<file path="config.mk">
export PLATFORM = sky130hd
export DESIGN_NAME = muldiv_unit
export DESIGN_NICKNAME = d
export VERILOG_FILES = /design/src/rtl/muldiv_unit.sv
export SDC_FILE = /design/constraint.sdc
export NUM_CORES = 2
export LEC_CHECK = 0
export ABC_AREA = 1
export CELL_PAD_IN_SITES_DETAIL_PLACEMENT = 1
export CELL_PAD_IN_SITES_GLOBAL_PLACEMENT = 2
export CORE_MARGIN = 2
export CORE_UTILIZATION = 35
export CTS_CLUSTER_DIAMETER = 30
export DETAILED_ROUTE_END_ITERATION = 6
export PLACE_DENSITY_LB_ADDON = 0.1
export SYNTH_ARGS = -nofsm -noshare
export SYNTH_HDL_FRONTEND = slang
export SYNTH_SLANG_ARGS = --single-unit
</file>
<file path="constraint.sdc">
create_clock -name clk -period 7.2 [get_ports clk]
set_input_delay 1.44 -clock clk [delete_from_list [all_inputs] [get_ports clk]]
set_output_delay 1.44 -clock clk [all_outputs]
set_load 0.02 [all_outputs]
</file>
<file path="src/rtl/muldiv_unit.sv">
// Multi-cycle multiply/divide engine owning the HI/LO pair: MUL_LAT-cycle multiply,
// WIDTH-step restoring divide plus a sign-fix cycle, start/busy/done handshake and cancel.
module muldiv_unit #(
    parameter int WIDTH   = 32,
    parameter int MUL_LAT = 2
) (
    input  logic             clk,
    input  logic             rst_n,
    input  logic             start,
    input  logic [2:0]       op,
    input  logic [WIDTH-1:0] src_a,
    input  logic [WIDTH-1:0] src_b,
    input  logic             cancel,
    output logic             busy,
    output logic             done,
    output logic             div_by_0,
    output logic [WIDTH-1:0] hi,
    output logic [WIDTH-1:0] lo
);
    localparam int CNT_MAX = (WIDTH > MUL_LAT) ? WIDTH : MUL_LAT;
    localparam int CNT_W   = $clog2(CNT_MAX + 1);
    localparam logic [CNT_W-1:0] MUL_LAST = CNT_W'(MUL_LAT - 1);
    localparam logic [CNT_W-1:0] DIV_LAST = CNT_W'(WIDTH - 1);

    localparam logic [2:0] OP_MULT  = 3'd0;
    localparam logic [2:0] OP_MULTU = 3'd1;
    localparam logic [2:0] OP_DIV   = 3'd2;
    localparam logic [2:0] OP_DIVU  = 3'd3;
    localparam logic [2:0] OP_MTHI  = 3'd4;
    localparam logic [2:0] OP_MTLO  = 3'd5;

    typedef enum logic [1:0] {
        IDLE = 2'd0,
        MUL  = 2'd1,
        DIV  = 2'd2,
        FIX  = 2'd3
    } state_t;

    state_t             state_r, state_nx;
    logic [CNT_W-1:0]   cnt_r;
    logic               signed_r, neg_q_r, neg_r_r;
    logic [WIDTH-1:0]   a_r, b_r, quo_r, rem_r;
    logic [WIDTH-1:0]   hi_r, lo_r;
    logic               busy_r, done_r, dbz_r;

    logic               accept_s, write_s, ge_s, wr_dbz_s;
    logic [2*WIDTH-1:0] prod_s;
    logic [WIDTH:0]     rem_sh_s;
    logic [WIDTH-1:0]   sub_s, wr_hi_s, wr_lo_s;

    function automatic logic [WIDTH-1:0] magnitude(input logic [WIDTH-1:0] v, input logic is_signed);
        if (is_signed && v[WIDTH-1]) begin
            magnitude = ~v + WIDTH'(1);
        end else begin
            magnitude = v;
        end
    endfunction

    // State register
    always_ff @(posedge clk or negedge rst_n) begin
        if (!rst_n) begin
            state_r <= IDLE;
        end else begin
            state_r <= state_nx;
        end
    end

    // Next state; cancel wins over every transition, including the write edge
    always_comb begin
        state_nx = state_r;
        accept_s = 1'b0;
        write_s  = 1'b0;
        case (state_r)
            IDLE: begin
                if (start && !cancel) begin
                    accept_s = 1'b1;
                    if (op == OP_MULT || op == OP_MULTU) begin
                        state_nx = MUL;
                    end else if (op == OP_DIV || op == OP_DIVU) begin
                        state_nx = DIV;
                    end else begin
                        state_nx = IDLE;
                    end
                end else begin
                    state_nx = IDLE;
                end
            end
            MUL: begin
                if (cancel) begin
                    state_nx = IDLE;
                end else if (cnt_r == MUL_LAST) begin
                    write_s  = 1'b1;
                    state_nx = IDLE;
                end else begin
                    state_nx = MUL;
                end
            end
            DIV: begin
                if (cancel) begin
                    state_nx = IDLE;
                end else if (cnt_r == DIV_LAST) begin
                    state_nx = FIX;
                end else begin
                    state_nx = DIV;
                end
            end
            FIX: begin
                if (cancel) begin
                    state_nx = IDLE;
                end else begin
                    write_s  = 1'b1;
                    state_nx = IDLE;
                end
            end
            default: state_nx = IDLE;
        endcase
    end

    // Product of the latched operands (sign-extended for MULT) and one restoring-divide step
    always_comb begin
        prod_s   = {{WIDTH{signed_r & a_r[WIDTH-1]}}, a_r} * {{WIDTH{signed_r & b_r[WIDTH-1]}}, b_r};
        rem_sh_s = {rem_r, quo_r[WIDTH-1]};
        ge_s     = (rem_sh_s >= {1'b0, b_r});
        sub_s    = rem_sh_s[WIDTH-1:0] - b_r;
    end

    // Result selection; b_r holds the divisor magnitude while dividing, so zero means divide-by-zero
    always_comb begin
        wr_hi_s  = hi_r;
        wr_lo_s  = lo_r;
        wr_dbz_s = 1'b0;
        if (state_r == FIX) begin
            if (b_r == {WIDTH{1'b0}}) begin
                wr_hi_s  = a_r;
                wr_lo_s  = {WIDTH{1'b1}};
                wr_dbz_s = 1'b1;
            end else begin
                wr_hi_s  = neg_r_r ? (~rem_r + WIDTH'(1)) : rem_r;
                wr_lo_s  = neg_q_r ? (~quo_r + WIDTH'(1)) : quo_r;
                wr_dbz_s = 1'b0;
            end
        end else begin
            wr_hi_s  = prod_s[2*WIDTH-1:WIDTH];
            wr_lo_s  = prod_s[WIDTH-1:0];
            wr_dbz_s = 1'b0;
        end
    end

    // Operand latch, iteration counter, divide datapath and the architectural HI/LO registers
    always_ff @(posedge clk or negedge rst_n) begin
        if (!rst_n) begin
            cnt_r    <= CNT_W'(0);
            signed_r <= 1'b0;
            neg_q_r  <= 1'b0;
            neg_r_r  <= 1'b0;
            a_r      <= {WIDTH{1'b0}};
            b_r      <= {WIDTH{1'b0}};
            quo_r    <= {WIDTH{1'b0}};
            rem_r    <= {WIDTH{1'b0}};
            hi_r     <= {WIDTH{1'b0}};
            lo_r     <= {WIDTH{1'b0}};
            busy_r   <= 1'b0;
            done_r   <= 1'b0;
            dbz_r    <= 1'b0;
        end else begin
            done_r <= write_s;
            busy_r <= (state_nx != IDLE);
            if (accept_s) begin
                cnt_r    <= CNT_W'(0);
                a_r      <= src_a;
                signed_r <= (op == OP_MULT) || (op == OP_DIV);
                neg_q_r  <= (op == OP_DIV) && (src_a[WIDTH-1] ^ src_b[WIDTH-1]);
                neg_r_r  <= (op == OP_DIV) && src_a[WIDTH-1];
                rem_r    <= {WIDTH{1'b0}};
                if (op == OP_DIV || op == OP_DIVU) begin
                    b_r   <= magnitude(src_b, op == OP_DIV);
                    quo_r <= magnitude(src_a, op == OP_DIV);
                end else begin
                    b_r <= src_b;
                end
                if (op == OP_MTHI) begin
                    hi_r <= src_a;
                end else if (op == OP_MTLO) begin
                    lo_r <= src_a;
                end
            end else if (state_r == MUL || state_r == DIV) begin
                cnt_r <= cnt_r + CNT_W'(1);
            end
            if (state_r == DIV) begin
                if (ge_s) begin
                    rem_r <= sub_s;
                    quo_r <= {quo_r[WIDTH-2:0], 1'b1};
                end else begin
                    rem_r <= rem_sh_s[WIDTH-1:0];
                    quo_r <= {quo_r[WIDTH-2:0], 1'b0};
                end
            end
            if (write_s) begin
                hi_r  <= wr_hi_s;
                lo_r  <= wr_lo_s;
                dbz_r <= wr_dbz_s;
            end
        end
    end

    assign busy     = busy_r;
    assign done     = done_r;
    assign div_by_0 = dbz_r;
    assign hi       = hi_r;
    assign lo       = lo_r;

endmodule
</file>
Yosys cells after proc, flatten, opt, wreduce, memory -nomap -nowiden:

Index checks and enable logic that the tools add are counted.

* output and inout bits: 67
* logic and storage cells: 103
* bits in latches: 0
* register bits: 206
* bits in read-only memories: 0
* memory bits (writable): 0
* memories: 0

* magnitude comparators: 1
* bitwise operators: 7
* shifts and indexed selects: 0
* equality and inequality tests: 11
* divide/modulo/power cells: 0
* add/subtract/negate cells: 6
* reductions and logical operators: 22
* multiplexer cells: 41
* $mul: 1

Operator list (count)
* 32-bit two-way mux: 22
* 32-bit by 1-bit adder with 32-bit output, second input constant: 4
* 32-bit inverter: 4
* 33-bit by 33-bit multiplier with 64-bit output: 1
* 33-bit by 32-bit greater-or-equal comparator with 1-bit output: 1
* 32-bit zero test: 1
* 32-bit subtractor: 1
* 2-bit nonzero test: 7
* 6-bit two-way mux: 2
* 1-bit two-way mux: 11
* 2-bit two-way mux: 4
* 2-bit one-hot mux with 4 select lines: 1
* 6-bit by 1-bit adder with 6-bit output, second input constant: 1
* 3-bit by 2-bit == test with 1-bit output, second input constant: 2
* 3-bit == test, second input constant: 2
* 6-bit by 1-bit == test with 1-bit output, second input constant: 1
* 6-bit by 5-bit == test with 1-bit output, second input constant: 1
* 2-bit == test, second input constant: 2
* 1-bit logical AND: 4
* 1-bit logical OR: 4
* 2-bit AND reduction: 2
* 3-bit by 1-bit == test with 1-bit output, second input constant: 1
* 3-bit zero test: 1
* 3-bit AND reduction: 1
* other kinds (7): 8

Logic depth before layout (Yosys ltp):

* depth in word-level cells: 7
* depth in mapped cells: 39
* depth with buffers taken out: 37

Worst setup path before layout:

Ideal clock, no wire load.

* path kind: register to register
* start point: reg a_r[31]
* end point: reg hi_r[27] (netlist: hi[27])
* cell stages (with the launch flop): 34
* setup slack: -0.447 ns
* buffers on the path: 3
* required time: 7.083 ns
* setup time: 0.117 ns
* arrival time: 7.530 ns
* period minus slack after synthesis: 7.647 ns
* cells stage by stage: dfrtp_1 -> clkbuf_1 -> nand2_1 -> clkbuf_1 -> clkbuf_1 -> nor2_1 -> fa_1 -> inv_1 -> fa_1 -> inv_1 -> fa_1 -> fa_1 -> inv_1 -> fa_1 -> inv_1 -> fa_1 -> inv_1 -> fa_1 -> fa_1 -> inv_1 -> ha_1 -> nand2_1 -> nor2_1 -> inv_1 -> nor3_1 -> nand2_1 -> nor3_1 -> nand2_1 -> nand3_1 -> nand2_1 -> nand3_1 -> nand2_1 -> nand2_1 -> nand2_1

* cells in the longest elaborated chain, start to end: 4

Ends and longest elaborated chain
* start, declared: RTL line 42 `logic [WIDTH-1:0] a_r, b_r, quo_r, rem_r;`
* start signal, assigned: RTL line 156 `a_r <= {WIDTH{1'b0}};`
* start signal, assigned: RTL line 170 `a_r <= src_a;`
* 1-bit bitwise AND: RTL line 121 `prod_s = {{WIDTH{signed_r & a_r[WIDTH-1]}}, a_r} * {{WIDTH{signed_r & b_r[WIDTH-1]}}, b_r};`
* 33-bit by 33-bit multiplier with 64-bit output *: RTL line 121
* 32-bit two-way mux *: RTL line 132 `if (state_r == FIX) begin`
* 32-bit two-way mux *: RTL line 198 `if (write_s) begin`
* end signal, assigned: RTL line 160 `hi_r <= {WIDTH{1'b0}};`
* end signal, assigned: RTL line 182 `hi_r <= src_a;`
* end signal, assigned: RTL line 199 `hi_r <= wr_hi_s;`
* end, declared: RTL line 43 `logic [WIDTH-1:0] hi_r, lo_r;`

Every way passes the cells marked *; elsewhere a longest branch is shown, timed or not.
A chain may end at the register's enable or synchronous reset.

Final worst setup path:

* start point: reg a_r[31]
* end point: reg hi_r[19] (netlist: hi[19])

The elaborated chain is that of the path after synthesis.

==> run summary <==
Cell count after synthesis: 7439
DP Cell Count: 9951
Max Cap Viol: 0
Final RePlAce weighted congestion: 0.941
Clock Skews: 50.5 ps
Net count reported at finish: 9554
Most used cell, CP: fa_1
Hold path cells: 1
Layout area overhead: 28.8%
RSZ-0062 raised after global routing: yes
Slew Limit Fails: 0
DR WL/cell: 23.8 microns
Die height: 402 microns
Post-synth EDFFs: 0
Max FO, Critical Path: 10
Outcome: finished with violations
Top post-synthesis cells by area: fa_1 (41%), nand2_1 (14%), inv_1 (13%), dfrtp_1 (9.3%), ha_1 (5.8%)
# DRC: 0
Floorplan Core Area: 157000 sq um
Post-synth top cells: nand2_1 (2040), inv_1 (1894), fa_1 (1126), nor2_1 (372), nand3_1 (318)
Hold path startpoint: cnt_r[5]
R2R Path Start: a_r[31]
Final setup violation count: 11
Die Area: 161000 sq um
Failing checks: setup timing
Max frequency: 136 MHz
Non-filler cells in the finished layout: 10200
Grt ovf: 0
Synth Flop Type: dfrtp_1
Clock slew at reported path FFs: 40 ps
Hold WC Path Type: register to register
Endpoint class of the critical path: register
Netlist cell types: 54
Yosys Warn Count: 0
Most frequent cell after synthesis: nand2_1
Initial antenna violation count: 7
I/O pin count: 138
Clk buf depth: 3
Vias in the first global route: 56100
Sequential share of the synthesized area: 9.31%
I/O Buffers: 137
Rows: 145
Total CTS buffers: 70
Multi-input gate area: 44400 sq um
H-tree Lvls: 3
Worst Path Arrival: 7920 ps
Synthesized area: 55400 sq um
Slowest cell on crit path: fa_2
First-pass GRT wire length: 362000 microns
Net Count, Synth: 8891
Register Area: 5190 sq um
Slowest stage delay, CP: 610 ps
Least-Margin Pin Slew: 1100 ps
Clock Latency Late Sink: 660 ps
Final Core Density: 45.5%
Initial DRT Pass Iterations: 5
Worst setup margin: -135 ps
DP Worst Slack: -729 ps
Period Utilization, post-route: 102%
Post-synth ARST share: 100%
CTS tree: done
DP HPWL: 202000 microns
Post-synthesis average cell area: 7.45 sq um
Seq cells post-synth: 206
Post-DRT Antenna Nets: 0
Share of cells above drive strength 1: 19.8%
WL final: 243000 microns
Total GRT Usage: 29.9%
Pin count of the biggest net entering global routing: 95
Iteration-0 DRC Markers: 3106
Via density per instance: 5.00
Starting Density: 35.3%
Root Buffer: clkbuf_16
Top cell type's share of synthesized area: 40.7%
CP Class: register to register
Min-Delay Endpoint: cnt_r[5]
Reg2reg path depth: 32
CP required: 7790 ps
Via count: 51000
Fill count: 18900
Post-synth top area cell: fa_1
Chip Width: 402 microns
Final Hold Viols: 0
Clock sinks: 206
R2r endpoint: hi[19]
Flop2flop setup slack: -130 ps
Critical Path Source Type: register
Minimum clock period after layout: 7330 ps
Max-slew headroom: 26.8%
## layer usage
metal	GRT usage, %	vias up	wire length [microns]
met3	3.02	300	11200
met1	41.3	26600	109000
li1	-	23000	-
met4	7.13	6	6990
met2	50.3	1069	116000
met5	0	-	43
## kinds of logic (layout without fill, tap and decap cells)
group                      count (synthesis)  count (layout)  synth area share [%]
xor gates and xnor gates                  96              96                  1.52
adders and majority gates               1381            1381                  46.5
AOI/OAI and AO/OA                        594             594                  6.06
DFF                                      206             206                  9.31
buffers and inverters                   2277            2993                  15.6
other                                      0               1                     0
and+or+nand+nor                         2885            2885                  21.1
## state kept, by name, indices dropped and copies added (netlist names)
signal	cells
busy	1
lo	32
neg_r_r	1
state_r	2
signed_r	1
hi	32
b_r	32
a_r	32
cnt_r	6
quo_r	32
done	1
div_by_0	1
neg_q_r	1
rem_r	32
## final cells by class
| type | instances | share of cell area (%) |
|---|---|---|
| antenna | 1 | 0.00351 |
| clock buffer | 92 | 2.78 |
| clock inverter | 33 | 0.677 |
| inverter | 1926 | 10.2 |
| multi-input combinational | 4956 | 62.3 |
| sequential | 206 | 7.28 |
| tap | 2058 | 3.61 |
| timing repair buffer | 942 | 13.2 |
## critical path, delay by kind of cell (launching register included)
| kind | cells | cell delay, ps |
|---|---|---|
| buffers and inverters | 10 | 1030 |
| DFF | 1 | 410 |
| and+or+nand+nor | 13 | 1400 |
| adders and majority gates | 9 | 4440 |
## stage by stage
| step | instance area, sq um | hold WS [ps] | setup TNS [ps] |
|---|---|---|---|
| floorplan | 55400 | 432 | 0 |
| global placement | 64300 | 452 | -20510 |
| detailed placement | 64300 | 458 | -19610 |
| CTS | 68500 | 464 | -1920 |
| global route | 71300 | 491 | -9430 |
| finish | 71300 | 463 | -558 |
## worst max-delay path by stage
stage / from / end / slack [ps] / cells after the start
floorplan: a_r[31] / hi[27] / 10 / 33
global placement: a_r[21] / hi[19] / -790 / 30
detailed placement: a_r[21] / hi[19] / -730 / 30
CTS: a_r[17] / hi[19] / -200 / 31
global route: a_r[31] / hi[27] / -370 / 32
finish: a_r[31] / hi[19] / -130 / 32
## cell usage in the layout, fill, tap and decap left out, types with 29 or more instances in the layout
cell / count
ha_4: 47
o21ai_0: 194
o21ai_1: 58
inv_1: 1809
a21oi_2: 39
fa_2: 72
buf_12: 113
a21oi_1: 122
xnor2_1: 29
nand3_1: 283
o211ai_1: 34
clkdlybuf4s50_1: 136
nor2_4: 59
ha_1: 206
nor2_1: 277
fa_1: 1054
nand2_1: 1879
clkbuf_16: 82
nand2_4: 38
nand2_2: 124
nor2_2: 43
xor2_1: 67
nand4_1: 59
buf_4: 603
buf_6: 68
inv_2: 108
dfrtp_1: 184
## what timing repair did
action                                  in CTS  in global routing
setup buffers                               50                 79
pin swaps                                   96                265
gates resized for setup                    350                547
endpoints found under the setup margin      45                 48
hold buffers                                 0                  0
cloned                                       3                 11
Power is left out: the tool's default activity adds up to more than one toggle a clock period on the data nets, which glitch-free logic cannot reach.
